<file path="src/rtl/difftest_commit_sequencer_if.sv">
// Commit-sequencer bus: multi-lane commit records in, one BasicInstrCommit record out.
//   master (commit stage + difftest sink side): drives coreid, flush, in_valid/in_bits, out_ready
//   slave  (sequencer): drives in_ready and all io_out_* signals
interface difftest_commit_sequencer_if #(
  parameter int unsigned LANES = 2
);
  logic [7:0]          io_coreid;
  logic                io_flush;
  logic [LANES-1:0]    io_in_valid;
  logic [52*LANES-1:0] io_in_bits;
  logic                io_in_ready;
  logic                io_out_valid;
  logic                io_out_ready;
  logic [7:0]          io_out_coreid;
  logic [7:0]          io_out_index;
  logic [7:0]          io_out_special;
  logic [7:0]          io_out_wdest;
  logic                io_out_skip;
  logic                io_out_isRVC;
  logic                io_out_rfwen;
  logic                io_out_fpwen;
  logic [31:0]         io_out_wpdest;

  modport master (
    output io_coreid, io_flush, io_in_valid, io_in_bits, io_out_ready,
    input  io_in_ready, io_out_valid, io_out_coreid, io_out_index, io_out_special,
           io_out_wdest, io_out_skip, io_out_isRVC, io_out_rfwen, io_out_fpwen, io_out_wpdest
  );

  modport slave (
    input  io_coreid, io_flush, io_in_valid, io_in_bits, io_out_ready,
    output io_in_ready, io_out_valid, io_out_coreid, io_out_index, io_out_special,
           io_out_wdest, io_out_skip, io_out_isRVC, io_out_rfwen, io_out_fpwen, io_out_wpdest
  );
endinterface

</file>
<file path="src/rtl/difftest_commit_sequencer.sv">
// Buffers up to LANES commit records per cycle in order and replays them one per cycle
// to a difftest BasicInstrCommit sink, numbering them with a wrapping 8-bit sequence.
// Ports:
//   io_clock, io_reset : clock, asynchronous active-high reset
//   bus (slave)        : commit lanes in (valid/bits/ready), flush, coreid, single record out
// Optional feature (macro DIFFTEST_COMMIT_STATS_EN):
//   io_stat_commits    : saturating count of dequeued records
//   io_stat_stalls     : saturating count of cycles with lanes valid while not ready
module difftest_commit_sequencer #(
  parameter int unsigned LANES = 2,
  parameter int unsigned DEPTH = 8
) (
  input  logic io_clock,
  input  logic io_reset,
  difftest_commit_sequencer_if.slave bus
`ifdef DIFFTEST_COMMIT_STATS_EN
  ,
  output logic [31:0] io_stat_commits,
  output logic [31:0] io_stat_stalls
`endif
);
  localparam int unsigned AW = (DEPTH > 1) ? $clog2(DEPTH) : 1;
  localparam int unsigned CW = AW + 1;
  localparam int unsigned RW = 52;
  localparam logic [CW-1:0] READY_MAX = CW'(DEPTH - LANES);

  typedef struct packed {
    logic [7:0]  special;
    logic        skip;
    logic        is_rvc;
    logic        rfwen;
    logic        fpwen;
    logic [31:0] wpdest;
    logic [7:0]  wdest;
  } rec_t;

  typedef enum logic [1:0] {ST_EMPTY, ST_ACTIVE, ST_BACKPRESSURE} state_t;

  rec_t          mem_q [DEPTH];
  logic [AW-1:0] head_q, head_d, tail_q, tail_d;
  logic [CW-1:0] count_q, count_d, pop_c;
  logic [7:0]    seq_q, seq_d;
  state_t        state_q, state_d;
  logic          enq_c, deq_c;
  logic [LANES-1:0] wr_en_c;
  logic [AW-1:0] wr_idx_c [LANES];
  rec_t          head_rec_c;

  // Ready looks only at registered occupancy so the sink can't combinationally gate the source.
  assign bus.io_in_ready  = (count_q <= READY_MAX);
  assign bus.io_out_valid = (count_q != '0);
  assign enq_c = bus.io_in_ready;
  assign deq_c = bus.io_out_valid & bus.io_out_ready;

  // Next-state: lane compaction, pointer/count/sequence update, occupancy state.
  always_comb begin
    head_d   = head_q;
    tail_d   = tail_q;
    count_d  = count_q;
    seq_d    = seq_q;
    state_d  = state_q;
    pop_c    = '0;
    wr_en_c  = '0;
    for (int k = 0; k < LANES; k++) wr_idx_c[k] = '0;

    // Each valid lane lands at tail + (number of valid lanes below it).
    for (int k = 0; k < LANES; k++) begin
      if (bus.io_in_valid[k]) begin
        wr_idx_c[k] = tail_q + AW'(pop_c);
        wr_en_c[k]  = enq_c & ~bus.io_flush;
        pop_c       = pop_c + CW'(1);
      end
    end

    if (bus.io_flush) begin
      head_d  = '0;
      tail_d  = '0;
      count_d = '0;
      seq_d   = '0;
    end else begin
      if (enq_c) begin
        tail_d  = tail_q + AW'(pop_c);
        count_d = count_d + pop_c;
      end
      if (deq_c) begin
        head_d  = head_q + AW'(1);
        seq_d   = seq_q + 8'd1;
        count_d = count_d - CW'(1);
      end
    end

    if (count_d == '0)           state_d = ST_EMPTY;
    else if (count_d > READY_MAX) state_d = ST_BACKPRESSURE;
    else                          state_d = ST_ACTIVE;
  end

  // Control state register.
  always_ff @(posedge io_clock or posedge io_reset) begin
    if (io_reset) begin
      head_q  <= '0;
      tail_q  <= '0;
      count_q <= '0;
      seq_q   <= '0;
      state_q <= ST_EMPTY;
    end else begin
      head_q  <= head_d;
      tail_q  <= tail_d;
      count_q <= count_d;
      seq_q   <= seq_d;
      state_q <= state_d;
    end
  end

  // Record storage; contents need no reset because out fields are masked while empty.
  always_ff @(posedge io_clock) begin
    for (int k = 0; k < LANES; k++) begin
      if (wr_en_c[k]) mem_q[wr_idx_c[k]] <= rec_t'(bus.io_in_bits[RW*k +: RW]);
    end
  end

  // Output record: head entry when valid, zeros otherwise (coreid always passes through).
  assign head_rec_c = mem_q[head_q];
  always_comb begin
    bus.io_out_coreid  = bus.io_coreid;
    bus.io_out_index   = '0;
    bus.io_out_special = '0;
    bus.io_out_wdest   = '0;
    bus.io_out_skip    = 1'b0;
    bus.io_out_isRVC   = 1'b0;
    bus.io_out_rfwen   = 1'b0;
    bus.io_out_fpwen   = 1'b0;
    bus.io_out_wpdest  = '0;
    if (bus.io_out_valid) begin
      bus.io_out_index   = seq_q;
      bus.io_out_special = head_rec_c.special;
      bus.io_out_wdest   = head_rec_c.wdest;
      bus.io_out_skip    = head_rec_c.skip;
      bus.io_out_isRVC   = head_rec_c.is_rvc;
      bus.io_out_rfwen   = head_rec_c.rfwen;
      bus.io_out_fpwen   = head_rec_c.fpwen;
      bus.io_out_wpdest  = head_rec_c.wpdest;
    end
  end

  // Occupancy invariants: never overfull, backpressure state tracks the ready threshold.
  always_ff @(posedge io_clock) begin
    if (!io_reset) begin
      assert (count_q <= CW'(DEPTH));
      assert ((state_q == ST_BACKPRESSURE) == (count_q > READY_MAX));
    end
  end

`ifdef DIFFTEST_COMMIT_STATS_EN
  logic [31:0] commits_q, stalls_q;

  // Saturating statistics; flush leaves them alone.
  always_ff @(posedge io_clock or posedge io_reset) begin
    if (io_reset) begin
      commits_q <= '0;
      stalls_q  <= '0;
    end else begin
      if (deq_c && !bus.io_flush && (commits_q != '1)) commits_q <= commits_q + 32'd1;
      if ((|bus.io_in_valid) && !bus.io_in_ready && (stalls_q != '1)) stalls_q <= stalls_q + 32'd1;
    end
  end

  assign io_stat_commits = commits_q;
  assign io_stat_stalls  = stalls_q;
`endif
endmodule

</file>
<file path="src/flat_wrapper.sv">
// flat-port wrapper written by rule: the top's interface ports become plain ports
module difftest_commit_sequencer_flat 
#(
  parameter int unsigned LANES = 2,
  parameter int unsigned DEPTH = 8
)
  (io_clock, io_reset, bus_io_coreid, bus_io_flush, bus_io_in_valid, bus_io_in_bits, bus_io_out_ready, bus_io_in_ready, bus_io_out_valid, bus_io_out_coreid, bus_io_out_index, bus_io_out_special, bus_io_out_wdest, bus_io_out_skip, bus_io_out_isRVC, bus_io_out_rfwen, bus_io_out_fpwen, bus_io_out_wpdest);
  difftest_commit_sequencer_if #(.LANES(LANES)) bus_i ();
  input  logic io_clock;
  input  logic io_reset;
  input wire logic [$bits(bus_i.io_coreid)-1:0] bus_io_coreid;
  input wire logic [$bits(bus_i.io_flush)-1:0] bus_io_flush;
  input wire logic [$bits(bus_i.io_in_valid)-1:0] bus_io_in_valid;
  input wire logic [$bits(bus_i.io_in_bits)-1:0] bus_io_in_bits;
  input wire logic [$bits(bus_i.io_out_ready)-1:0] bus_io_out_ready;
  output wire logic [$bits(bus_i.io_in_ready)-1:0] bus_io_in_ready;
  output wire logic [$bits(bus_i.io_out_valid)-1:0] bus_io_out_valid;
  output wire logic [$bits(bus_i.io_out_coreid)-1:0] bus_io_out_coreid;
  output wire logic [$bits(bus_i.io_out_index)-1:0] bus_io_out_index;
  output wire logic [$bits(bus_i.io_out_special)-1:0] bus_io_out_special;
  output wire logic [$bits(bus_i.io_out_wdest)-1:0] bus_io_out_wdest;
  output wire logic [$bits(bus_i.io_out_skip)-1:0] bus_io_out_skip;
  output wire logic [$bits(bus_i.io_out_isRVC)-1:0] bus_io_out_isRVC;
  output wire logic [$bits(bus_i.io_out_rfwen)-1:0] bus_io_out_rfwen;
  output wire logic [$bits(bus_i.io_out_fpwen)-1:0] bus_io_out_fpwen;
  output wire logic [$bits(bus_i.io_out_wpdest)-1:0] bus_io_out_wpdest;
  assign bus_i.io_coreid = bus_io_coreid;
  assign bus_i.io_flush = bus_io_flush;
  assign bus_i.io_in_valid = bus_io_in_valid;
  assign bus_i.io_in_bits = bus_io_in_bits;
  assign bus_i.io_out_ready = bus_io_out_ready;
  assign bus_io_in_ready = bus_i.io_in_ready;
  assign bus_io_out_valid = bus_i.io_out_valid;
  assign bus_io_out_coreid = bus_i.io_out_coreid;
  assign bus_io_out_index = bus_i.io_out_index;
  assign bus_io_out_special = bus_i.io_out_special;
  assign bus_io_out_wdest = bus_i.io_out_wdest;
  assign bus_io_out_skip = bus_i.io_out_skip;
  assign bus_io_out_isRVC = bus_i.io_out_isRVC;
  assign bus_io_out_rfwen = bus_i.io_out_rfwen;
  assign bus_io_out_fpwen = bus_i.io_out_fpwen;
  assign bus_io_out_wpdest = bus_i.io_out_wpdest;
  difftest_commit_sequencer #(.LANES(LANES), .DEPTH(DEPTH)) u_core (.io_clock(io_clock), .io_reset(io_reset), .bus(bus_i));
endmodule
</file>
<file path="config.mk">
export PLATFORM = sky130hd
export DESIGN_NAME = difftest_commit_sequencer_flat
export DESIGN_NICKNAME = d
export VERILOG_FILES = /design/src/rtl/difftest_commit_sequencer_if.sv /design/src/rtl/difftest_commit_sequencer.sv /design/src/flat_wrapper.sv
export SDC_FILE = /design/constraint.sdc
export NUM_CORES = 1
export LEC_CHECK = 0
export CAP_MARGIN = 10
export CORE_ASPECT_RATIO = 2
export CORE_MARGIN = 3
export CORE_UTILIZATION = 45
export DETAILED_ROUTE_END_ITERATION = 8
export MAX_ROUTING_LAYER = met4
export PLACE_DENSITY = 0.66
export SETUP_SLACK_MARGIN = 0.5
export SLEW_MARGIN = 20
export SYNTH_ARGS = -nofsm -noshare
export SYNTH_HDL_FRONTEND = slang
export SYNTH_SLANG_ARGS = --single-unit
</file>
<file path="constraint.sdc">
create_clock -name io_clock -period 5.4 [get_ports io_clock]
set_input_delay 0.54 -clock io_clock [delete_from_list [all_inputs] [get_ports io_clock]]
set_output_delay 0.54 -clock io_clock [all_outputs]
set_load 0.05 [all_outputs]
</file>
; ---- Yosys cells after proc, flatten, opt, wreduce, memory -nomap -nowiden
; Memories as Yosys holds them, arrays and structs flattened.
; Index checks and enable logic that the tools add are counted.
[classes]
add_sub_neg = 7
n_lt_le_gt_ge = 1
n_mux = 28
bitwise = 3
n_reduce_logical = 3
[ops]
columns = op, n
row1 = 8-bit 2-to-1 mux, 5
row2 = 32-bit 2-to-1 mux, 1
row3 = 4-bit 2-to-1 mux, 5
row4 = 3-bit 2-to-1 mux, 6
row5 = 1-bit 2-to-1 mux, 11
row6 = 8-bit by 1-bit adder with 8-bit output (second input constant), 1
row7 = 4-bit adder, 1
row8 = 4-bit by 3-bit <= comparator with 1-bit output (second input constant), 1
row9 = 2-bit nonzero test, 2
row10 = 4-bit nonzero test, 1
row11 = 4-bit by 1-bit subtractor with 4-bit output (second input constant), 1
row12 = 3-bit by 1-bit adder with 3-bit output, 1
row13 = 3-bit by 1-bit adder with 3-bit output (second input constant), 1
row14 = 3-bit adder, 1
row15 = 1-bit by 1-bit adder with 2-bit output (second input constant), 1
row16 = 1-bit bitwise AND, 2
row17 = 1-bit inverter, 1
[totals]
regBits = 18
ram_bits = 416
input_bits = 118
out_inout_bits = 70
elab_cells = 47
n_memories = 1
[mem_list]
columns = memory, words, width, read_ports, rd_ports_with_merged_regs, wr, line_no
row1 = u_core.mem_q, 8, 52, 1, 0, 2, difftest_commit_sequencer.sv:39  ; rec_t mem_q [DEPTH];

; ---- Logic depth before layout (Yosys ltp)
[logic_depth]
ltp_word = 9
ltp_mapped = 8
depth_no_buf = 7

; ---- Least setup slack after synthesis
; No wires, ideal clock.
[synth_path]
path_type = register -> register
start = register u_core.count_q[1]
end = memory u_core.mem_q[2][0] (netlist bit) (enable)
setup_ns = 0.542
arrival_time_ns = 4.973
required_time_ns = 4.858
slack_ns = -0.115
stages_incl_launch_ff = 5
path_buffers = 1
synth_period_minus_slack_ns = 5.515
cell_sequence = dfrtp_1 buf_4 a311oi_4 nand3_1 o32ai_1
[synth_rtl]
columns = item, line_no
row1 = from (decl), difftest_commit_sequencer.sv:41  ; logic [CW-1:0] count_q, count_d, pop_c;
row2 = from (signal assigned), difftest_commit_sequencer.sv:108  ; count_q <= count_d;
row3 = to (decl), difftest_commit_sequencer.sv:39

; ---- Worst setup path in the final report
[layout_path]
start = register u_core.head_q[0]
end = output bus_io_out_wpdest[10]
[layout_via]
elab_chain_len = 2
[layout_rtl]
columns = item, line_no
row1 = from (decl), difftest_commit_sequencer.sv:40  ; logic [AW-1:0] head_q, head_d, tail_q, tail_d;
row2 = from (signal assigned), difftest_commit_sequencer.sv:100  ; head_q <= '0;
row3 = from (signal assigned), difftest_commit_sequencer.sv:106  ; head_q <= head_d;
row4 = memory read 8 x 52 bit, --
row5 = 32-bit 2-to-1 mux, difftest_commit_sequencer.sv:133  ; if (bus.io_out_valid) begin
row6 = to (decl), flat_wrapper.sv:26  ; output wire logic [$bits(bus_i.io_out_wpdest)-1:0] bus_io_out_wpdest;
; No other way between the ends.

==> impl_metrics.tcl <==
set metrics [dict create \
    slew_headroom_pct 27.67 \
    tightestPinTransition_ns 1.082 \
    placed_area_um2 24580 \
    syn-num-nets 1412 \
    powerDensity_nw_per_um2 436.8 \
    yosysMostFrequentCell "edfxtp_1" \
    area_delta_synth_final_pct 16.57 \
    die_w_um 163.1 \
    vias 12320 \
    fin_area_um2 25880 \
    critPathBufInv 2 \
    setup.worst_path.end_class "primary output" \
    worstPathMaxFanout 24 \
    ioPinCount 188 \
    n_fill_cell 3982 \
    r2r-end "u_core.mem_q[2][24]" \
    cts_buffers 40 \
    synth_commonest_cells "edfxtp_1, mux2_2, mux4_2, nor2_1, mux2i_1" \
    outcome "complete, no violations" \
    synthTopCellsByArea "edfxtp_1, mux2_2, mux4_2" \
    synth_ff_type "edfxtp_1" \
    final_antenna_net_count 0 \
    max_freq_mhz 243.8 \
    finalSetupTns_ns 0 \
    stdcell_count 2106 \
    groute.usage.overall_pct 21.90 \
    rrSetupSlack_ns 2.10 \
    drcViolationCount 0 \
    grt-ovfl-total 0 \
    synth_seq_cells 434 \
    cpPeakStageDelay_ns 0.81 \
    final_util_pct 53.36 \
    ctsHoldBuffers 0 \
    gp_congestion 0.7400 \
    setup_viol 0 \
    crit_family "buffers and inverters" \
    cts_root_buf "clkbuf_16" \
    crit_path_start_kind "register" \
    antenna_found_initial 3 \
    rows 114 \
    detail_route.vias_per_cell 5.851 \
    totalWireLength_mm 54.99 \
    dieArea_um2 52190 \
    cts_resized 0 \
    synth-seq-area-share_pct 58.30 \
    post-route-min-period_ns 4.101 \
    die_y_um 320.1 \
    post-place-ws_ns 1.276 \
    finalHoldViolCount 0 \
    globalRouteMet2Util_pct 39.91 \
    synthArstFlopShare_pct 4.147 \
    grt_setup_unrepaired "no" \
    post-cts-setup-buffers 0 \
    cts.clk_slew.worst_paths_ns 0.06 \
    worst-endpoint-required_ns 4.86 \
    clkLatencyLatePin_ns 0.55 \
    io_buffers 171 \
    tritoncts "yes" \
    grt_busiest_layer "met2" \
    min_period_over_period_pct 75.95 \
    leakage_nw 8.190 \
    drive_gt1_share_pct 41.77 \
    cts-htree-levels 2 \
    grt_pass1_vias 13600 \
    yosysWarnings 0 \
    place_inst 2031 \
    drv_slew 0 \
    peakVddDrop_mv 0.5819 \
    critPathSlowestCell "dfrtp_4" \
    synth_edf_count 416 \
    avgSynthCellArea_um2 17.30 \
    min_path_type "in2async" \
    whs_ns 0.4404 \
    met3_usage_pct 2.585 \
    grt_max_degree 62 \
    wl_per_cell_um 26.11 \
    synthesis.area_um2 22200 \
    synth_top_area_cell "edfxtp_1" \
    cts.sinks 434 \
    grt_pass1_wl_mm 84.06 \
    cp_cell_sequence "buf_4 > mux4_2 > mux2i_1 > nor2_1 > clkdlybuf4s50_1" \
    yosysUniqueCellTypes 51 \
    path_depth 5 \
    nets 1564 \
    syn_inst 1283 \
    core_um2 48500 \
    rr_worst_depth 7 \
    worst_clock_skew_ns 0.01697 \
    cts_buffer_depth 3 \
    r2r_start "u_core.tail_q[0]" \
    critPathKind "reg2out" \
    first_pass_iters 5 \
    grtUsageMet1_pct 25.46 \
    arrival_ns 3.56 \
    worst_slack_ns 1.299 \
    initial_utilization_pct 45.77 \
    drtIter0Drc 830 \
    cap_violations 0 \
    p_total_mw 11.30 \
    synth_top_area_share_pct 56.27 \
    dp_hpwl_mm 33.33 \
]
## area by class of cell
type                            instances  area, um^2  area share (%)
Sequential cell                       434       12950           50.06
Tap cell                              638       798.3           3.085
Clock buffer                           51        1064           4.110
Inverter                                5       18.77         0.07253
Antenna cell                            3       7.507         0.02901
Multi-Input combinational cell        751        8791           33.97
Clock inverter                         21       230.2          0.8897
Timing Repair Buffer                  203        2014           7.785
## kinds of logic after synthesis
logic type,after synthesis,share of synthesized area [%]
mux,576,34.18
compound gates,29,0.9865
buf+inv,98,2.722
simple gates,122,2.677
flops,434,58.30
fa+ha+maj,11,0.6200
xor+xnor,13,0.5129
## layer usage
metal	up-vias	wire (um)
li1	5459	-
met1	6498	20840
met2	291	30670
met3	74	2181
met4	0	1299
met5	-	0
## how the worst max path moves through the flow
stage                                  to                from  slack [ns]
floorplan              u_core.mem_q[3][0]  bus_io_in_valid[0]        0.91
global placement      u_core.mem_q[5][46]        bus_io_flush        1.34
detailed placement    u_core.mem_q[5][46]        bus_io_flush        1.28
CTS                 bus_io_out_wpdest[10]    u_core.head_q[0]        1.23
global route        bus_io_out_wpdest[10]    u_core.head_q[0]        1.10
finish              bus_io_out_wpdest[10]    u_core.head_q[0]        1.30
## registers in the layout, summed over array words and instances (netlist names)
name,count
u_core.count_q,4
u_core.tail_q,3
u_core.mem_q,416
u_core.seq_q,8
u_core.head_q,3
## cells in the final DEF, fill, tap and decap left out, drive strengths merged, types with 4 or more instances in the layout
master	Yosys	final
nor2	68	68
xnor2	6	6
clkinv	0	13
mux4	104	104
ha	11	11
clkdlybuf4s50	0	171
xor2	7	7
o21ai	4	4
inv	5	7
nand3	7	7
dfrtp	18	18
nand2	12	12
buf	62	32
bufinv	0	5
mux2i	56	56
nand3b	4	4
clkbuf	31	51
nor2b	10	10
mux2	416	416
a21oi	7	7
edfxtp	416	416
## worst register-to-register path, delay by kind of cell, from the launching register on
family                     cells  cell delay [ns]
adders and majority gates      2             0.57
muxes                          1             0.40
and+or+nand+nor                2             0.97
DFF                            1             0.40
buffers and inverters          1             0.49
xor gates and xnor gates       1             0.22
## power breakdown
part	total, mW	internal, mW	leakage [nW]	switching, mW
clock	2.87	1.64	0.629	1.23
combinational	4.13	1.61	3.55	2.52
sequential	4.31	4.10	4.01	0.205
No activity file was read; power rests on OpenSTA's default activity.
